==> src/rtl/apb_master_bridge.sv <==
// apb_master_bridge
//   Single-outstanding APB master. A valid/ready request is turned into one
//   APB SETUP + ACCESS transfer. The result (read data, slave error) is then
//   held on a valid/ready response channel until it is consumed. Only after
//   that is the next request taken.
//
//   Optional feature: define APB_MASTER_TIMEOUT_EN to abort an ACCESS phase
//   that sees no pready within TIMEOUT_CYCLES cycles. An aborted transfer
//   responds with rsp_err=1 and rsp_rdata=0. Without the macro, ACCESS waits
//   for pready indefinitely.
//
//   psel/penable/rsp_valid are decoded from the registered state only, so
//   there is no combinational path from the APB inputs to the APB outputs.
`timescale 1ns/1ps

module apb_master_bridge #(
  parameter int ADDR_W         = 32,
  parameter int DATA_W         = 32,
  parameter int TIMEOUT_CYCLES = 16
) (
  input  logic              pclk,
  input  logic              prst,
  // request stream
  input  logic              req_valid,
  output logic              req_ready,
  input  logic [ADDR_W-1:0] req_addr,
  input  logic [DATA_W-1:0] req_wdata,
  input  logic              req_write,
  // response stream
  output logic              rsp_valid,
  input  logic              rsp_ready,
  output logic [DATA_W-1:0] rsp_rdata,
  output logic              rsp_err,
  // APB master side
  output logic [ADDR_W-1:0] paddr,
  output logic [DATA_W-1:0] pwdata,
  output logic              pwrite,
  output logic              psel,
  output logic              penable,
  input  logic [DATA_W-1:0] prdata,
  input  logic              pready,
  input  logic              pslverr
);

  // A zero timeout would make the abort compare wrap; reject it at elaboration.
  if (TIMEOUT_CYCLES < 1) begin : g_bad_timeout
    $error("apb_master_bridge: TIMEOUT_CYCLES must be >= 1");
  end

  typedef enum logic [1:0] {
    ST_IDLE   = 2'd0,
    ST_SETUP  = 2'd1,
    ST_ACCESS = 2'd2,
    ST_RESP   = 2'd3
  } state_t;

  state_t              r_state;
  state_t              w_state_nxt;

  logic [ADDR_W-1:0]   r_paddr;
  logic [DATA_W-1:0]   r_pwdata;
  logic                r_pwrite;
  logic [DATA_W-1:0]   r_rsp_rdata;
  logic                r_rsp_err;

  logic                w_req_ready;
  logic                w_psel;
  logic                w_penable;
  logic                w_rsp_valid;
  logic                w_req_hs;
  logic                w_access_done;
  logic                w_abort;

  // Handshakes and completion qualifiers. pready only counts in ACCESS.
  assign w_req_hs      = req_valid & w_req_ready;
  assign w_access_done = (r_state == ST_ACCESS) & pready;

`ifdef APB_MASTER_TIMEOUT_EN
  localparam int CNT_W = $clog2(TIMEOUT_CYCLES + 1);

  logic [CNT_W-1:0]    r_tmo_cnt;

  // ACCESS wait counter: zero outside ACCESS, counts edges with pready low.
  always_ff @(posedge pclk or posedge prst) begin
    if (prst) begin
      r_tmo_cnt <= '0;
    end else if (r_state != ST_ACCESS) begin
      r_tmo_cnt <= '0;
    end else if (!pready) begin
      r_tmo_cnt <= r_tmo_cnt + 1'b1;
    end
  end

  // The last permitted wait edge aborts unless pready arrives on it.
  assign w_abort = (r_state == ST_ACCESS) & ~pready &
                   (r_tmo_cnt == CNT_W'(TIMEOUT_CYCLES - 1));
`else
  assign w_abort = 1'b0;
`endif

  // State register.
  always_ff @(posedge pclk or posedge prst) begin
    if (prst) begin
      r_state <= ST_IDLE;
    end else begin
      r_state <= w_state_nxt;
    end
  end

  // Next-state logic and state-decoded channel outputs.
  always_comb begin
    w_state_nxt = r_state;
    w_req_ready = 1'b0;
    w_psel      = 1'b0;
    w_penable   = 1'b0;
    w_rsp_valid = 1'b0;
    case (r_state)
      ST_IDLE: begin
        w_req_ready = ~prst;
        if (req_valid && !prst) begin
          w_state_nxt = ST_SETUP;
        end
      end
      ST_SETUP: begin
        w_psel      = 1'b1;
        w_state_nxt = ST_ACCESS;
      end
      ST_ACCESS: begin
        w_psel    = 1'b1;
        w_penable = 1'b1;
        if (pready || w_abort) begin
          w_state_nxt = ST_RESP;
        end
      end
      ST_RESP: begin
        w_rsp_valid = 1'b1;
        if (rsp_ready) begin
          w_state_nxt = ST_IDLE;
        end
      end
      default: begin
        w_state_nxt = ST_IDLE;
      end
    endcase
  end

  // APB address/data/direction: loaded on request accept, held otherwise.
  always_ff @(posedge pclk or posedge prst) begin
    if (prst) begin
      r_paddr  <= '0;
      r_pwdata <= '0;
      r_pwrite <= 1'b0;
    end else if (w_req_hs) begin
      r_paddr  <= req_addr;
      r_pwdata <= req_wdata;
      r_pwrite <= req_write;
    end
  end

  // Response capture: on completion, or forced error on abort.
  always_ff @(posedge pclk or posedge prst) begin
    if (prst) begin
      r_rsp_rdata <= '0;
      r_rsp_err   <= 1'b0;
    end else if (w_access_done) begin
      r_rsp_err   <= pslverr;
      r_rsp_rdata <= r_pwrite ? '0 : prdata;
    end else if (w_abort) begin
      r_rsp_err   <= 1'b1;
      r_rsp_rdata <= '0;
    end
  end

  assign req_ready = w_req_ready;
  assign psel      = w_psel;
  assign penable   = w_penable;
  assign rsp_valid = w_rsp_valid;
  assign paddr     = r_paddr;
  assign pwdata    = r_pwdata;
  assign pwrite    = r_pwrite;
  assign rsp_rdata = r_rsp_rdata;
  assign rsp_err   = r_rsp_err;

endmodule

==> config.mk <==
export PLATFORM = sky130hd
export DESIGN_NAME = apb_master_bridge
export DESIGN_NICKNAME = d
export VERILOG_FILES = /design/src/rtl/apb_master_bridge.sv
export SDC_FILE = /design/constraint.sdc
export NUM_CORES = 1
export LEC_CHECK = 0
export CAP_MARGIN = 20
export CORE_UTILIZATION = 40
export DETAILED_ROUTE_END_ITERATION = 10
export PLACE_DENSITY_LB_ADDON = 0.1
export SYNTH_ARGS = -nofsm -noshare
export SYNTH_HDL_FRONTEND = slang
export SYNTH_SLANG_ARGS = --single-unit
==> constraint.sdc <==
create_clock -name pclk -period 4.05 [get_ports pclk]
set_input_delay 0.405 -clock pclk [delete_from_list [all_inputs] [get_ports pclk]]
set_output_delay 0.405 -clock pclk [all_outputs]
set_load 0.01 [all_outputs]
==> impl_metrics.py <==
metrics = {
    "status": {
        "outcome": "finished, final reports clean",
    },
    "synth": {
        "synth.area.top_cells": "dfrtp_1, mux2_4, nand2b_1",
        "synth.distinct_cells": 16,
        "seq_area_frac_synth_pct": 60.2,
        "netlist_area_mm2": 0.00415,
        "yosysWarnings": 0,
        "yosysTopAreaCell": "dfrtp_1",
        "netlist_instances": 296,
        "synth.ff_latch_count": 100,
        "synth_top_area_share_pct": 60.2,
        "synth_fp_nets": 403,
        "avgSynthCellArea_um2": 14.0,
    },
    "grt": {
        "antenna_found_initial": 0,
        "grt_pass1_wl_um": 16000,
        "grt_most_used_layer": "met2",
        "grtUsageTotal_pct": 19.0,
        "met1_usage_pct": 23.6,
        "first_global_vias": 3086,
        "grt_overflow": 0,
        "grt_use_met2_pct": 29.6,
        "grt_util_met3_pct": 5.58,
        "grt_max_degree": 66,
    },
    "power_and_ir_drop": {
        "total_power_uw": 4760,
        "powerDensity_mw_per_mm2": 734,
        "clockPowerShare_pct": 12.7,
        "seq_power_share_pct": 37.8,
        "switching_share_pct": 31.4,
        "switchingPower_uw": 1500,
        "ir_worst_vdd_uv": 461,
        "p_int_uw": 3270,
        "comb_power_share_pct": 49.5,
        "p_leak_uw": 0.00294,
    },
    "floorplan": {
        "start_util_pct": 41.9,
        "core_area_mm2": 0.00991,
        "row_count": 36,
        "dieHeight_um": 104,
        "pin_count": 205,
        "die_w_um": 104,
        "die_area_mm2": 0.0108,
    },
    "critical_path": {
        "path_buf_inv": 1,
        "endpoint_kind": "output port",
        "worstSetupStartpointType": "register",
        "arrival_ns": 1.94,
        "critPathSlowestCell": "dfrtp_1",
        "critPathRequiredTime_ns": 3.64,
        "critPathMaxStageDelay_ns": 0.89,
        "r2r_setup_slack_ns": 2.03,
        "cp_top_family": "flip-flops",
        "cp_max_fo": 34,
        "crit_chain": "clkdlybuf4s50_1",
        "worstSetupPathType": "reg -> out",
    },
    "clock_tree": {
        "htree_levels": 3,
        "cts_root_buf": "clkbuf_8",
        "cts_buffers": 9,
        "clock_sinks": 100,
        "clock_latency_ns": 0.37,
        "ctsResizeCount": 0,
        "post_cts_buffers": 0,
        "clk_pin_slew_ns": 0.10,
        "cts_tree": "done",
        "ctsHoldBuffers": 0,
        "cts.path.max_buffers": 2,
    },
    "routing": {
        "routed_wl_um": 9820,
        "ant_nets": 0,
        "first_pass_iters": 4,
        "vias_per_cell": 4.57,
        "drt_iter0_drc": 75,
        "drc": 0,
        "avgRoutedWirePerCell_um": 15.5,
        "vias": 2903,
    },
    "placed_design": {
        "buffer_ports.inserted": 204,
        "detailed_place_hpwl_um": 6970,
        "place_congestion": 0.777,
        "dpl_worst_slack_ns": 1.58,
    },
    "worst_hold_path": {
        "hold_class": "reg -> reg",
    },
    "run": {
        "maxCapViolCount": 0,
    },
    "sta": {
        "period_needed_ns": 2.35,
        "drv_slew": 0,
        "timing.final.crit_share_pct": 57.9,
        "tightestPinTransition_ns": 0.962,
        "clock.fmax_ghz": 0.426,
        "rsz0062_at_grt": "false",
        "finalSetupViolations": 0,
        "maxSlewHeadroom_pct": 35.6,
        "skew_ns": 0.00852,
        "setup_ws_ns": 1.70,
        "tns_ns": 0,
        "finalHoldViolCount": 0,
    },
    "finish": {
        "antennaDiodeCount": 0,
        "fill_cells": 779,
        "area_growth_pct": 56.3,
        "regArea_mm2": 0.00250,
        "fin_nets": 604,
        "fin_util_pct": 65.5,
        "drive_gt1_share_pct": 17.7,
        "multi_input_comb_area_mm2": 0.00153,
    },
}
[power groups by stage]
stage               Combinational [µW]  Sequential [µW]  Clock (µW)
floorplan                          888             2000           0
global placement                  2340             1800           0
detailed placement                2380             1820           0
CTS                               2390             1810         629
global route                      2530             1870         662
finish                            2360             1800         604
[area by class of cell]
class | count | share of cell area (%)
clock buffer | 10 | 2.12
tap | 133 | 2.56
timing repair buffer | 207 | 32.1
inverter | 5 | 0.328
sequential | 100 | 38.6
multi-input combinational | 174 | 23.6
clock inverter | 6 | 0.771
[tightest hold or removal path, cell delays in order, from the launching register on]
cell,delay (ns)
dfrtp_1,0.35
nand2_1,0.04
o21ai_0,0.06
[placed cells by master (no fill, tap or decap), types with 2 or more instances in the layout]
cell | netlist | final
buf_4 | 0 | 2
clkinv_4 | 0 | 4
dfrtp_1 | 100 | 100
ha_1 | 4 | 4
inv_1 | 5 | 4
clkinvlp_4 | 0 | 2
clkdlybuf4s50_1 | 0 | 204
mux2_4 | 50 | 50
clkbuf_8 | 0 | 10
o21ai_0 | 32 | 32
nand2_1 | 34 | 32
nand2b_1 | 33 | 33
mux2_2 | 16 | 16
[cell usage after synthesis]
library cell / number
nor2b_2: 1
a222oi_1: 1
mux2_1: 1
mux2i_1: 1
nor2_1: 1
dfrtp_1: 100
o21ai_0: 32
nand2b_1: 33
ha_1: 4
nand2_1: 34
mux2_2: 16
clkbuf_1: 7
inv_1: 5
buf_6: 6
mux2_4: 50
buf_2: 4
[layer usage]
layer,up-vias,routed length [µm]
li1,1384,-
met1,1365,4150
met2,131,4590
met3,23,733
met4,0,337
met5,-,0
[state kept, by name (all words and copies together), names as in the netlist]
signal / flops
rsp_rdata: 32
rsp_err: 1
paddr: 32
pwrite: 1
r_state: 2
pwdata: 32
[metrics by stage]
stage / hold WS [ns] / std cells / area, µm²
CTS: 0.491 / 634 / 6460
floorplan: 0.512 / 296 / 4150
detailed placement: 0.470 / 618 / 6280
global route: 0.506 / 635 / 6490
finish: 0.484 / 635 / 6490
global placement: 0.460 / 618 / 6280
[path summary, 6_finish.rpt]
kind                               start             to  cells past startpoint
max in group asynchronous           prst     pwdata[18]                      3
min in group asynchronous           prst      paddr[22]                      2
min reg2reg                rsp_rdata[30]  rsp_rdata[30]                      2
max reg2reg                   r_state[1]     pwdata[31]                      6
max                               pwrite         pwrite                      1
min                        rsp_rdata[30]  rsp_rdata[30]                      2
[cell families (layout without fill, tap and decap cells)]
group,count (synthesis),after routing,synth area share (%)
and+or+nand+nor,69,69,8.34
adders and majority gates,4,4,1.20
muxes,68,68,22.9
buffers and inverters,22,228,3.19
AOI/OAI and AO/OA,33,33,4.10
DFF,100,100,60.2
Power figures use the tool's default switching activity.
